## src/rtl/mem_arb_pkg.sv

```systemverilog
// Shared types for the two-requester memory arbiter: FSM state, owner tag and response codes.
package mem_arb_pkg;

    typedef enum logic {
        IDLE = 1'b0,
        WAIT = 1'b1
    } arb_state_e;

    typedef enum logic [1:0] {
        NONE = 2'd0,
        IFU  = 2'd1,
        LSU  = 2'd2
    } arb_owner_e;

    localparam logic [1:0] RESP_OKAY = 2'b00;

endpackage

```

## src/rtl/mem_arbiter_if.sv

```systemverilog
// Bundle of IFU, LSU and memory-side signals for mem_arbiter.
// The slave modport is the arbiter; the master modport is the surrounding system.
interface mem_arbiter_if #(
    parameter int ADDR_W = 32,
    parameter int DATA_W = 32
);
    localparam int MASK_W = DATA_W / 8;

    logic              ifu_req_i;
    logic [ADDR_W-1:0] ifu_addr_i;
    logic              ifu_gnt_o;
    logic              ifu_rvalid_o;
    logic [DATA_W-1:0] ifu_rdata_o;
    logic [1:0]        ifu_resp_o;

    logic              lsu_req_i;
    logic              lsu_wen_i;
    logic [ADDR_W-1:0] lsu_addr_i;
    logic [DATA_W-1:0] lsu_wdata_i;
    logic [MASK_W-1:0] lsu_mask_i;
    logic              lsu_gnt_o;
    logic              lsu_rvalid_o;
    logic [DATA_W-1:0] lsu_rdata_o;
    logic [1:0]        lsu_resp_o;

    logic              mem_ren_o;
    logic              mem_wen_o;
    logic [ADDR_W-1:0] mem_addr_o;
    logic [DATA_W-1:0] mem_wdata_o;
    logic [MASK_W-1:0] mem_we_mask_o;
    logic [DATA_W-1:0] mem_rdata_i;
    logic [1:0]        mem_resp_i;

    modport slave (
        input  ifu_req_i, ifu_addr_i,
        output ifu_gnt_o, ifu_rvalid_o, ifu_rdata_o, ifu_resp_o,
        input  lsu_req_i, lsu_wen_i, lsu_addr_i, lsu_wdata_i, lsu_mask_i,
        output lsu_gnt_o, lsu_rvalid_o, lsu_rdata_o, lsu_resp_o,
        output mem_ren_o, mem_wen_o, mem_addr_o, mem_wdata_o, mem_we_mask_o,
        input  mem_rdata_i, mem_resp_i
    );

    modport master (
        output ifu_req_i, ifu_addr_i,
        input  ifu_gnt_o, ifu_rvalid_o, ifu_rdata_o, ifu_resp_o,
        output lsu_req_i, lsu_wen_i, lsu_addr_i, lsu_wdata_i, lsu_mask_i,
        input  lsu_gnt_o, lsu_rvalid_o, lsu_rdata_o, lsu_resp_o,
        input  mem_ren_o, mem_wen_o, mem_addr_o, mem_wdata_o, mem_we_mask_o,
        output mem_rdata_i, mem_resp_i
    );

endinterface

```

## src/rtl/mem_arb_pick.sv

```systemverilog
// Combinational winner selection between IFU and LSU.
// MEM_ARBITER_RR_EN selects round-robin; otherwise LSU has fixed priority.
module mem_arb_pick (
    input  logic ifu_req_i,
    input  logic lsu_req_i,
`ifdef MEM_ARBITER_RR_EN
    input  logic last_lsu_i,
`endif
    output logic pick_ifu_o,
    output logic pick_lsu_o
);

    always_comb begin
`ifdef MEM_ARBITER_RR_EN
        // On a tie the side that was not granted last wins.
        pick_lsu_o = lsu_req_i && (!ifu_req_i || !last_lsu_i);
`else
        pick_lsu_o = lsu_req_i;
`endif
        pick_ifu_o = ifu_req_i && !pick_lsu_o;
    end

endmodule

```

## src/rtl/mem_arbiter.sv

```systemverilog
// Two-requester (IFU/LSU) single-outstanding memory arbiter, one transaction per two cycles.
// Define MEM_ARBITER_RR_EN for round-robin arbitration; default is LSU-over-IFU fixed priority.
module mem_arbiter
    import mem_arb_pkg::*;
#(
    parameter int ADDR_W = 32,
    parameter int DATA_W = 32
) (
    input  logic           clk_i,
    input  logic           rst_i,
    mem_arbiter_if.slave   bus,
    output arb_state_e     state_o,
    output arb_owner_e     owner_o
);

    localparam int MASK_W = DATA_W / 8;

    // Handshake: a requester holds req and payload until it sees gnt in the
    // same cycle; gnt means the command is on mem_* now, and exactly one
    // rvalid pulse for that requester follows on the next cycle.

    arb_state_e state_q, state_d;
    arb_owner_e owner_q, owner_d;
    logic       pick_ifu, pick_lsu;

`ifdef MEM_ARBITER_RR_EN
    logic last_lsu_q;

    mem_arb_pick u_pick (
        .ifu_req_i  (bus.ifu_req_i),
        .lsu_req_i  (bus.lsu_req_i),
        .last_lsu_i (last_lsu_q),
        .pick_ifu_o (pick_ifu),
        .pick_lsu_o (pick_lsu)
    );
`else
    mem_arb_pick u_pick (
        .ifu_req_i  (bus.ifu_req_i),
        .lsu_req_i  (bus.lsu_req_i),
        .pick_ifu_o (pick_ifu),
        .pick_lsu_o (pick_lsu)
    );
`endif

    always_ff @(posedge clk_i) begin
        if (rst_i) begin
            state_q <= IDLE;
            owner_q <= NONE;
`ifdef MEM_ARBITER_RR_EN
            last_lsu_q <= 1'b0;
`endif
        end else begin
            state_q <= state_d;
            owner_q <= owner_d;
`ifdef MEM_ARBITER_RR_EN
            if (state_q == IDLE && (pick_ifu || pick_lsu)) begin
                last_lsu_q <= pick_lsu;
            end
`endif
        end
    end

    always_comb begin
        state_d           = state_q;
        owner_d           = owner_q;
        bus.ifu_gnt_o     = 1'b0;
        bus.ifu_rvalid_o  = 1'b0;
        bus.ifu_rdata_o   = {DATA_W{1'b0}};
        bus.ifu_resp_o    = 2'b00;
        bus.lsu_gnt_o     = 1'b0;
        bus.lsu_rvalid_o  = 1'b0;
        bus.lsu_rdata_o   = {DATA_W{1'b0}};
        bus.lsu_resp_o    = 2'b00;
        bus.mem_ren_o     = 1'b0;
        bus.mem_wen_o     = 1'b0;
        bus.mem_addr_o    = {ADDR_W{1'b0}};
        bus.mem_wdata_o   = {DATA_W{1'b0}};
        bus.mem_we_mask_o = {MASK_W{1'b0}};
        state_o           = IDLE;
        owner_o           = NONE;

        // Every output, including the combinational grants, is held at zero in reset.
        if (!rst_i) begin
            state_o = state_q;
            owner_o = owner_q;
            case (state_q)
                IDLE: begin
                    if (pick_lsu) begin
                        bus.lsu_gnt_o  = 1'b1;
                        bus.mem_addr_o = bus.lsu_addr_i;
                        if (bus.lsu_wen_i) begin
                            bus.mem_wen_o     = 1'b1;
                            bus.mem_wdata_o   = bus.lsu_wdata_i;
                            bus.mem_we_mask_o = bus.lsu_mask_i;
                        end else begin
                            bus.mem_ren_o = 1'b1;
                        end
                        owner_d = LSU;
                        state_d = WAIT;
                    end else if (pick_ifu) begin
                        bus.ifu_gnt_o  = 1'b1;
                        bus.mem_ren_o  = 1'b1;
                        bus.mem_addr_o = bus.ifu_addr_i;
                        owner_d = IFU;
                        state_d = WAIT;
                    end
                end
                WAIT: begin
                    if (owner_q == IFU) begin
                        bus.ifu_rvalid_o = 1'b1;
                        bus.ifu_rdata_o  = bus.mem_rdata_i;
                        bus.ifu_resp_o   = bus.mem_resp_i;
                    end else if (owner_q == LSU) begin
                        bus.lsu_rvalid_o = 1'b1;
                        bus.lsu_rdata_o  = bus.mem_rdata_i;
                        bus.lsu_resp_o   = bus.mem_resp_i;
                    end
                    owner_d = NONE;
                    state_d = IDLE;
                end
                default: begin
                    owner_d = NONE;
                    state_d = IDLE;
                end
            endcase
        end
    end

endmodule
```

## src/flat_wrapper.sv

```systemverilog
// flat-port wrapper written by rule: the top's interface ports become plain ports
module mem_arbiter_flat import mem_arb_pkg::*;
#(
    parameter int ADDR_W = 32,
    parameter int DATA_W = 32
)
  (clk_i, rst_i, state_o, owner_o, bus_ifu_req_i, bus_ifu_addr_i, bus_ifu_gnt_o, bus_ifu_rvalid_o, bus_ifu_rdata_o, bus_ifu_resp_o, bus_lsu_req_i, bus_lsu_wen_i, bus_lsu_addr_i, bus_lsu_wdata_i, bus_lsu_mask_i, bus_lsu_gnt_o, bus_lsu_rvalid_o, bus_lsu_rdata_o, bus_lsu_resp_o, bus_mem_ren_o, bus_mem_wen_o, bus_mem_addr_o, bus_mem_wdata_o, bus_mem_we_mask_o, bus_mem_rdata_i, bus_mem_resp_i);
  mem_arbiter_if #(.ADDR_W(ADDR_W), .DATA_W(DATA_W)) bus_i ();
  input  logic clk_i;
  input  logic rst_i;
  output arb_state_e state_o;
  output arb_owner_e owner_o;
  input wire logic [$bits(bus_i.ifu_req_i)-1:0] bus_ifu_req_i;
  input wire logic [$bits(bus_i.ifu_addr_i)-1:0] bus_ifu_addr_i;
  output wire logic [$bits(bus_i.ifu_gnt_o)-1:0] bus_ifu_gnt_o;
  output wire logic [$bits(bus_i.ifu_rvalid_o)-1:0] bus_ifu_rvalid_o;
  output wire logic [$bits(bus_i.ifu_rdata_o)-1:0] bus_ifu_rdata_o;
  output wire logic [$bits(bus_i.ifu_resp_o)-1:0] bus_ifu_resp_o;
  input wire logic [$bits(bus_i.lsu_req_i)-1:0] bus_lsu_req_i;
  input wire logic [$bits(bus_i.lsu_wen_i)-1:0] bus_lsu_wen_i;
  input wire logic [$bits(bus_i.lsu_addr_i)-1:0] bus_lsu_addr_i;
  input wire logic [$bits(bus_i.lsu_wdata_i)-1:0] bus_lsu_wdata_i;
  input wire logic [$bits(bus_i.lsu_mask_i)-1:0] bus_lsu_mask_i;
  output wire logic [$bits(bus_i.lsu_gnt_o)-1:0] bus_lsu_gnt_o;
  output wire logic [$bits(bus_i.lsu_rvalid_o)-1:0] bus_lsu_rvalid_o;
  output wire logic [$bits(bus_i.lsu_rdata_o)-1:0] bus_lsu_rdata_o;
  output wire logic [$bits(bus_i.lsu_resp_o)-1:0] bus_lsu_resp_o;
  output wire logic [$bits(bus_i.mem_ren_o)-1:0] bus_mem_ren_o;
  output wire logic [$bits(bus_i.mem_wen_o)-1:0] bus_mem_wen_o;
  output wire logic [$bits(bus_i.mem_addr_o)-1:0] bus_mem_addr_o;
  output wire logic [$bits(bus_i.mem_wdata_o)-1:0] bus_mem_wdata_o;
  output wire logic [$bits(bus_i.mem_we_mask_o)-1:0] bus_mem_we_mask_o;
  input wire logic [$bits(bus_i.mem_rdata_i)-1:0] bus_mem_rdata_i;
  input wire logic [$bits(bus_i.mem_resp_i)-1:0] bus_mem_resp_i;
  assign bus_i.ifu_req_i = bus_ifu_req_i;
  assign bus_i.ifu_addr_i = bus_ifu_addr_i;
  assign bus_ifu_gnt_o = bus_i.ifu_gnt_o;
  assign bus_ifu_rvalid_o = bus_i.ifu_rvalid_o;
  assign bus_ifu_rdata_o = bus_i.ifu_rdata_o;
  assign bus_ifu_resp_o = bus_i.ifu_resp_o;
  assign bus_i.lsu_req_i = bus_lsu_req_i;
  assign bus_i.lsu_wen_i = bus_lsu_wen_i;
  assign bus_i.lsu_addr_i = bus_lsu_addr_i;
  assign bus_i.lsu_wdata_i = bus_lsu_wdata_i;
  assign bus_i.lsu_mask_i = bus_lsu_mask_i;
  assign bus_lsu_gnt_o = bus_i.lsu_gnt_o;
  assign bus_lsu_rvalid_o = bus_i.lsu_rvalid_o;
  assign bus_lsu_rdata_o = bus_i.lsu_rdata_o;
  assign bus_lsu_resp_o = bus_i.lsu_resp_o;
  assign bus_mem_ren_o = bus_i.mem_ren_o;
  assign bus_mem_wen_o = bus_i.mem_wen_o;
  assign bus_mem_addr_o = bus_i.mem_addr_o;
  assign bus_mem_wdata_o = bus_i.mem_wdata_o;
  assign bus_mem_we_mask_o = bus_i.mem_we_mask_o;
  assign bus_i.mem_rdata_i = bus_mem_rdata_i;
  assign bus_i.mem_resp_i = bus_mem_resp_i;
  mem_arbiter #(.ADDR_W(ADDR_W), .DATA_W(DATA_W)) u_core (.clk_i(clk_i), .rst_i(rst_i), .bus(bus_i), .state_o(state_o), .owner_o(owner_o));
endmodule
```

## config.mk

```make
export PLATFORM = sky130hd
export DESIGN_NAME = mem_arbiter_flat
export DESIGN_NICKNAME = d
export VERILOG_FILES = /design/src/rtl/mem_arb_pkg.sv /design/src/rtl/mem_arbiter_if.sv /design/src/rtl/mem_arb_pick.sv /design/src/rtl/mem_arbiter.sv /design/src/flat_wrapper.sv
export SDC_FILE = /design/constraint.sdc
export NUM_CORES = 1
export LEC_CHECK = 0
export BUFFER_PORTS_ARGS = -buffer_cell sky130_fd_sc_hd__clkbuf_2
export CAP_MARGIN = 20
export CELL_PAD_IN_SITES_DETAIL_PLACEMENT = 2
export CELL_PAD_IN_SITES_GLOBAL_PLACEMENT = 2
export CORE_MARGIN = 1.5
export CORE_UTILIZATION = 10
export DETAILED_ROUTE_END_ITERATION = 10
export HOLD_SLACK_MARGIN = 0.06
export PLACE_DENSITY_LB_ADDON = 0.1
export SLEW_MARGIN = 20
export SYNTH_ARGS = -nofsm -noshare
export SYNTH_HDL_FRONTEND = slang
export SYNTH_SLANG_ARGS = --single-unit
```

## constraint.sdc

```tcl
create_clock -name clk_i -period 1.6 [get_ports clk_i]
set_clock_uncertainty 0.2 [all_clocks]
set_input_delay 0.08 -clock clk_i [delete_from_list [all_inputs] [get_ports clk_i]]
set_output_delay 0.08 -clock clk_i [all_outputs]
set_load 0.005 [all_outputs]
```

# Word level (Yosys, flattened, before mapping)

Cells that the tools add are included.

Flip-flop bits (word level): 3
Output and inout port bits: 145
Logic and storage cells: 63

Equal/unequal tests: 3
Muxes and demuxes: 55
Bitwise operators: 1
Reductions and logical operators: 2

Operators by type and width:

| operator                                              | number |
|---|---|
| two-way mux 32 bit                                    | 15 |
| two-way mux 1 bit                                     | 24 |
| two-way mux 2 bit                                     | 10 |
| two-way mux 4 bit                                     | 4 |
| one-hot mux 2 bit (2 select lines)                    | 1 |
| inequality test 3 x 2 -> 1 bit, second input constant | 1 |
| == test 2 x 1 -> 1 bit, second input constant         | 1 |
| == test 2 bit, second input constant                  | 1 |
| one-hot mux 1 bit (2 select lines)                    | 1 |
| logical AND 1 bit                                     | 1 |
| zero test 1 bit                                       | 1 |
| inverter 1 bit                                        | 1 |

# Logic depth before layout (Yosys ltp)

Gate-level depths: netlist (run 1).

Depth in word-level cells: 6
Depth in mapped cells: 5
Gate-level depth less buffers: 2

# Hierarchy

Synthesis (run 1) repeated with hierarchy kept, for this count alone.

Cell total of the unflattened synthesis: 260
Area, all modules: 1,601.5 µm²

By module, submodules not included:

| module       | times used | cells an instance | area each (µm²) |
|---|---|---|---|
| mem_arbiter  | 1          | 258               | 1,580.3 |
| mem_arb_pick | 1          | 2                 | 21.3 |

# Worst setup path before layout (run 1)

No wires, ideal clock.

Path kind: reg-to-output
From: register u_core.state_q
To: output bus_mem_addr_o[10]
Arrival time: 957 ps
Data required time: 1,320 ps
Setup slack: 363 ps
Cell stages (with the launch flop): 5
Path buffers: 2
Cell sequence: dfxtp_1 or2_1 buf_6 buf_2 a21oi_1

Cells in the longest elaborated chain, start to end: 2

Ends and longest elaborated chain:

| what                     | RTL line           | RTL |
|---|---|---|
| start: declaration       | mem_arbiter.sv:22  | `arb_state_e state_q, state_d;` |
| start signal: assignment | mem_arbiter.sv:53  | `state_q <= state_d;` |
| two-way mux 32 bit       | mem_arbiter.sv:86  | `case (state_q)` |
| two-way mux 32 bit       | mem_arbiter.sv:83  | `if (!rst_i) begin` |
| end: declaration         | flat_wrapper.sv:30 | `output wire logic [$bits(bus_i.mem_addr_o)-1:0] bus_mem_addr_o;` |

Every way passes these cells.

# Final worst setup path (run 1)

From: register u_core.owner_q[1]
To: output bus_ifu_rdata_o[9]

Cells in the longest elaborated chain, start to end: 4

Ends and longest elaborated chain:

| what                     | RTL line           | RTL |
|---|---|---|
| start: declaration       | mem_arbiter.sv:23  | `arb_owner_e owner_q, owner_d;` |
| start signal: assignment | mem_arbiter.sv:54  | `owner_q <= owner_d;` |
| == test 2 x 1 -> 1 bit   | mem_arbiter.sv:109 | `if (owner_q == IFU) begin` |
| two-way mux 32 bit       | mem_arbiter.sv:109 |  |
| two-way mux 32 bit       | mem_arbiter.sv:86  |  |
| two-way mux 32 bit       | mem_arbiter.sv:83  |  |
| end: declaration         | flat_wrapper.sv:17 | `output wire logic [$bits(bus_i.ifu_rdata_o)-1:0] bus_ifu_rdata_o;` |

Every way passes these cells.

==> results of run 1 <==
-- routing by layer --
| metal | wire (um) | track usage [%] | part of all wire, % |
|---|---|---|---|
| met1 | 4730 | 12.8 | 39 |
| met2 | 6140 | 23.6 | 51 |
| met3 | 1130 | 3.80 | 9.4 |
| met4 | 98 | 2.45 | 0.81 |
| met5 | 0 | 0 | 0 |
-- critical path: stages (launching register included) --
cell	delay, ns
dfxtp_2	0.32
and2b_4	0.32
clkbuf_16	0.18
and3_1	0.15
buf_2	0.13
-- cells by family after synthesis --
| group | Yosys count | synth area share, % |
|---|---|---|
| simple gates | 184 | 72.5 |
| buf+inv | 35 | 12.7 |
| compound gates | 34 | 11.0 |
| flops | 3 | 3.84 |
-- flip-flops by register name (all words and copies together) (netlist names) --
register	flops
u_core.state_q	1
u_core.owner_q	2
-- timing repair --
action | CTS | global route
hold endpoints to repair | 0 | 0
setup endpoints to repair | 38 | 111
resized for setup | 7 | 70
hold buffers | 0 | 0
pin swaps | 2 | 5
setup buffers | 0 | 2
gates cloned | 1 | 10
-- power by group through the flow --
stage | logic [W] | clock network [W] | registers (W)
2_1_floorplan | 0.000232 | 0 | 0.0000835
3_3_place_gp | 0.000552 | 0 | 0.0000847
3_5_place_dp | 0.000563 | 0 | 0.0000852
4_1_cts | 0.000589 | 0.000398 | 0.0000844
5_1_grt | 0.000736 | 0.000408 | 0.0000862
6_report | 0.000666 | 0.000394 | 0.0000852
-- per-stage QoR --
step                      hold slack, ns  instance area [sq um]
after global routing               0.174                   3720
after CTS                          0.148                   3330
final                              0.126                   3720
after global placement             0.233                   3200
after detailed placement           0.239                   3200
after floorplan                 -0.00977                   1560
-- synthesized netlist by cell type --
cell type  number  area, sq um
and3_1         68          425
a21oi_1        33          165
nand2_1        32          120
nand3b_1       32          240
and2_1         29          181
clkbuf_1       13         48.8
buf_2          10         50.1
and2_4          9         78.8
buf_6           6         67.6
clkbuf_2        4         20.0
nor2_1          4         15.0
dfxtp_1         3         60.1
nor2b_1         3         18.8
and2b_1         2         15.0
a211oi_1        1         7.51
and4bb_1        1         12.5
buf_4           1         7.51
inv_1           1         3.75
nand2b_1        1         6.26
nor3_1          1         5.00
nor3b_1         1         7.51
or2_1           1         6.26
-- worst paths after layout --
| path | start | endpoint | slack (ns) |
|---|---|---|---|
| setup / recovery | u_core.owner_q[1] | bus_ifu_rdata_o[9] | -0.002 |
| hold reg to reg | u_core.owner_q[0] | u_core.owner_q[0] | 0.31 |
| hold / removal | bus_ifu_req_i | u_core.owner_q[0] | 0.13 |
| setup reg to reg | u_core.state_q | u_core.owner_q[0] | 0.39 |
-- final cells by class --
| type | count | area (sq um) |
|---|---|---|
| repair buffers | 305 | 1930 |
| clock buffers | 4 | 78.8 |
| flip-flops and latches | 3 | 63.8 |
| multi-input cells | 218 | 1380 |
| fillers | 1873 | 11500 |
| inverters | 1 | 3.75 |
| well taps | 211 | 264 |
-- layout by cell type, fill, tap and decap left out, types with 2 or more instances in the layout --
cell / count
nand2_1: 32
a21oi_1: 28
nor2b_1: 2
buf_4: 4
clkbuf_16: 10
and3_4: 6
nor2_1: 4
buf_6: 16
and3_1: 62
nand3b_1: 32
and2_4: 9
buf_12: 8
dfxtp_2: 3
clkbuf_2: 237
a21oi_2: 5
buf_2: 31
and2_1: 29
==> impl_metrics.py, run 1 <==
metrics = {
    "run_status": {
        "status": "finished with violations",
        "violations": "setup timing",
    },
    "global_routing": {
        "grt_pass1_vias": 2913,
        "grt_usage_pct": 12.2,
        "antenna_found_initial": 0,
        "grt_pass1_wl_mm": 15.8,
        "overflow": 0,
        "grt_max_degree": 72,
    },
    "clock_tree": {
        "cts_sinks": 3,
        "cts_tree": "done",
        "clk_latency_ns": 0.22,
        "cts_buffer_depth": 2,
        "h-tree-depth": 1,
        "path_clk_slew_ns": 0.03,
        "root_buffer": "clkbuf_16",
        "cts_buffers": 3,
    },
    "placement": {
        "pre_cts_slack_ns": 0.154,
        "place_congestion": 0.704,
        "dpl.hpwl_mm": 8.75,
        "dpl.cell_count": 725,
        "port_buffers": 283,
    },
    "pwr": {
        "power_density_nw_per_um2": 308,
        "ir_drop_v": 0.000328,
        "clockPowerShare_pct": 34.4,
        "p_int_w": 0.000772,
        "finalPower_w": 0.00115,
        "seq_power_share_pct": 7.4,
        "swShare_pct": 32.6,
        "switching_power_w": 0.000373,
        "p_comb_share_pct": 58.2,
        "p_leak_nw": 2.28,
    },
    "cells_and_area": {
        "syn_to_final_growth_pct": 138,
        "final_cells": 742,
        "drive_gt1_share_pct": 63.5,
        "diodes": 0,
        "final_nets": 671,
        "final_util_pct": 24.4,
    },
    "sta": {
        "worstMarginPinSlew_ns": 0.200,
        "slew_viol_final": 0,
        "min_period_ns": 1.60,
        "maxSlewHeadroom_pct": 86.7,
        "fmax_mhz": 624,
        "hold_viol": 0,
        "rsz0062_at_grt": "yes",
        "timing.final.crit_share_pct": 100,
        "fin_tns_setup_ns": -0.00233,
        "setup_viol": 1,
        "finalWorstSetupSlack_ns": -0.00233,
    },
    "floorplanning": {
        "dieWidth_um": 128,
        "core_area_sq_um": 15300,
        "pin_count": 284,
        "die_h_um": 128,
        "dieArea_sq_um": 16400,
        "num_rows": 45,
        "start_util_pct": 10.2,
    },
    "route": {
        "vias_per_cell": 3.94,
        "drc": 0,
        "drt-pass1-iter-count": 2,
        "drt_iter0_markers": 96,
        "wl_mm": 12.1,
        "post_drt_wl_per_cell_um": 16.3,
        "vias": 2924,
        "ant_nets": 0,
    },
    "synthesis": {
        "syn_nets": 395,
        "synth.ff_latch_count": 3,
        "yosysUniqueCellTypes": 22,
        "yosysSeqAreaShare_pct": 3.84,
        "synthCells": 256,
        "syn_area_sq_um": 1560,
        "syn_avg_cell_area_sq_um": 6.10,
        "ys_warn_count": 0,
    },
    "setup_path": {
        "critPathArrivalTime_ns": 1.32,
        "path_class": "flop to output port",
        "worstSetupEndpointType": "output port",
        "worstSetupStartpointType": "flop",
        "crit_required_ns": 1.32,
        "r2r_cells": 3,
        "crit_fanout": 9,
    },
    "min_path": {
        "hp-class": "input port to flop",
        "hold_depth": 4,
    },
    "flow_run": {
        "cap_violations": 0,
    },
}
(Power assumes the default switching activity.)
==> run 2, diff against run 1 <==
--- a/config.mk
+++ b/config.mk
@@ -14,6 +14,7 @@
 export DETAILED_ROUTE_END_ITERATION = 10
 export HOLD_SLACK_MARGIN = 0.06
 export PLACE_DENSITY_LB_ADDON = 0.1
+export SETUP_SLACK_MARGIN = 0.15
 export SLEW_MARGIN = 20
 export SYNTH_ARGS = -nofsm -noshare
 export SYNTH_HDL_FRONTEND = slang
==> run 2 against run 1 <==
Net effect:
- the flow still finishes with violations (setup timing)
- clock power about the same
- critical path type unchanged
- power rose by 6.7%
- sequential cell count is the same
- final area rose by 6.5%
- highest routed layer unchanged
- via count up 0.92%
- fmax about the same
- count of clock-buffer cells in the layout unchanged
==> impl_metrics.py, run 2 (same netlist as run 1, synthesis figures left out) <==
metrics = {
    "setup_path": {
        "crit_required_ns": 1.32,
        "critical_path.endpoint": "bus_ifu_rdata_o[5]",
        "critPathArrivalTime_ns": 1.32,
        "crit_fanout": 9,
        "r2r_cells": 4,
        "worstSetupEndpointType": "output port",
        "reg2reg_slack_ns": 0.23,
        "startpoint": "u_core.owner_q[1]",
        "r2r_start": "u_core.state_q",
        "worstSetupStartpointType": "flop",
        "r2r_end": "u_core.owner_q[0]",
        "path_class": "flop to output port",
    },
    "cells_and_area": {
        "largest_reg_flops": 2,
        "most-common-layout-cells": "204 x clkbuf_2, 62 x and3_1, 61 x buf_2, 32 x nand2_1, 32 x nand3b_1",
        "syn_to_final_growth_pct": 153,
        "drive_gt1_share_pct": 69.3,
        "reg.largest.list": "u_core.owner_q: 2 flops, u_core.state_q: 1 flops",
        "final_cells": 745,
        "final_nets": 674,
        "regMostFlops": "u_core.owner_q",
        "final_common_cell": "clkbuf_2",
        "diodes": 0,
    },
    "global_routing": {
        "antenna_found_initial": 0,
        "grt_max_degree": 72,
        "grt_use_met2_pct": 23.8,
        "grtUsageMet3_pct": 3.71,
        "use_met1_pct": 13.0,
        "grt_usage_pct": 12.3,
        "grt_pass1_wl_mm": 15.9,
        "top_usage_layer": "met2",
        "grt_pass1_vias": 2915,
        "overflow": 0,
    },
    "route": {
        "ant_nets": 0,
        "vias": 2951,
        "wl_mm": 12.5,
        "drc": 0,
        "drt_iter0_markers": 80,
        "post_drt_wl_per_cell_um": 16.7,
        "drt-pass1-iter-count": 2,
        "vias_per_cell": 3.96,
    },
    "sta": {
        "rsz0062_at_grt": "yes",
        "slew_viol_final": 0,
        "setup_viol": 1,
        "worstMarginPinSlew_ns": 0.204,
        "min_period_ns": 1.60,
        "hold_viol": 0,
        "maxSlewHeadroom_pct": 86.4,
        "finalWorstSetupSlack_ns": -0.00119,
        "timing.final.crit_share_pct": 100,
        "fmax_mhz": 625,
    },
    "floorplanning": {
        "die_h_um": 128,
        "num_rows": 45,
        "dieWidth_um": 128,
        "dieArea_sq_um": 16400,
        "start_util_pct": 10.2,
        "pin_count": 284,
        "core_area_sq_um": 15300,
    },
    "clock_tree": {
        "cts_buffers": 3,
        "ctsHoldBuffers": 0,
        "cts_sinks": 3,
        "path_clk_slew_ns": 0.03,
        "clk_latency_ns": 0.22,
        "root_buffer": "clkbuf_16",
        "cts_buffer_depth": 2,
        "h-tree-depth": 1,
        "cts_tree": "done",
    },
    "pwr": {
        "p_comb_share_pct": 60.9,
        "swShare_pct": 33.6,
        "p_int_w": 0.000811,
        "seq_power_share_pct": 7.0,
        "clockPowerShare_pct": 32.2,
        "switching_power_w": 0.000411,
        "finalPower_w": 0.00122,
        "p_leak_nw": 2.34,
        "ir_drop_v": 0.000336,
        "power_density_nw_per_um2": 309,
    },
    "placement": {
        "pre_cts_slack_ns": 0.154,
        "place_congestion": 0.704,
        "dpl.hpwl_mm": 8.75,
        "port_buffers": 283,
        "dpl.cell_count": 725,
    },
    "run_status": {
        "violations": "setup timing",
        "status": "finished with violations",
    },
    "flow_run": {
        "cap_violations": 0,
    },
    "min_path": {
        "hp-class": "input port to flop",
        "worstHoldStart": "bus_ifu_req_i",
    },
}
## run 2: changes by cell type in the layout (fill, tap and decap cells not counted), sizes merged
cell    delta
buf       +35
clkbuf    -32
## run 2: how the worst min path moves through the flow
stage	to	cells past startpoint
6_report	u_core.owner_q[0]	4
5_1_grt	u_core.owner_q[0]	3
4_1_cts	u_core.owner_q[0]	4
3_5_place_dp	bus_mem_wdata_o[16]	3
3_3_place_gp	bus_mem_wdata_o[18]	3
2_1_floorplan	owner_o[0]	1
## run 2: metrics by stage
| step | hold WS, ns | util [%] | area (sq um) | TNS [ns] |
|---|---|---|---|---|
| after floorplan | -0.00977 | - | 1560 | 0 |
| after global placement | 0.233 | 21.0 | 3200 | 0 |
| after detailed placement | 0.239 | 21.0 | 3200 | 0 |
| after CTS | 0.140 | 22.2 | 3390 | 0 |
| after global routing | 0.184 | 26.0 | 3960 | -3.27 |
| final | 0.149 | 26.0 | 3960 | -0.00119 |
## run 2: area by class of cell
| class | instances | area, sq um |
|---|---|---|
| Fill cell | 1863 | 11300 |
| Multi-Input combinational cell | 218 | 1530 |
| Inverter | 1 | 3.75 |
| Timing Repair Buffer | 308 | 2020 |
| Tap cell | 211 | 264 |
| Sequential cell | 3 | 63.8 |
| Clock buffer | 4 | 78.8 |
## run 2: repair_timing
action                                  CTS  global route
pin swaps                                 3             2
endpoints found under the setup margin  141           143
resized for setup                        16           135
gates cloned                              2            11
setup buffers                             0             3
## run 2: critical path: stages, from the launching register on
cell	delay, ns
dfxtp_2	0.32
and2b_4	0.33
clkbuf_16	0.18
and3_1	0.14
buf_2	0.12
## run 2: power by group through the flow
stage | logic, W | registers, W | clock network (W)
floorplan | 0.000232 | 0.0000835 | 0
global placement | 0.000552 | 0.0000847 | 0
detailed placement | 0.000563 | 0.0000852 | 0
CTS | 0.000612 | 0.0000851 | 0.000398
global route | 0.000817 | 0.0000862 | 0.000408
finish | 0.000744 | 0.0000851 | 0.000393
## run 2: metal layers
metal | wire (um) | vias up
li1 | - | 1435
met1 | 4700 | 1343
met2 | 6480 | 165
met3 | 1140 | 8
met4 | 148 | 0
met5 | 0 | -
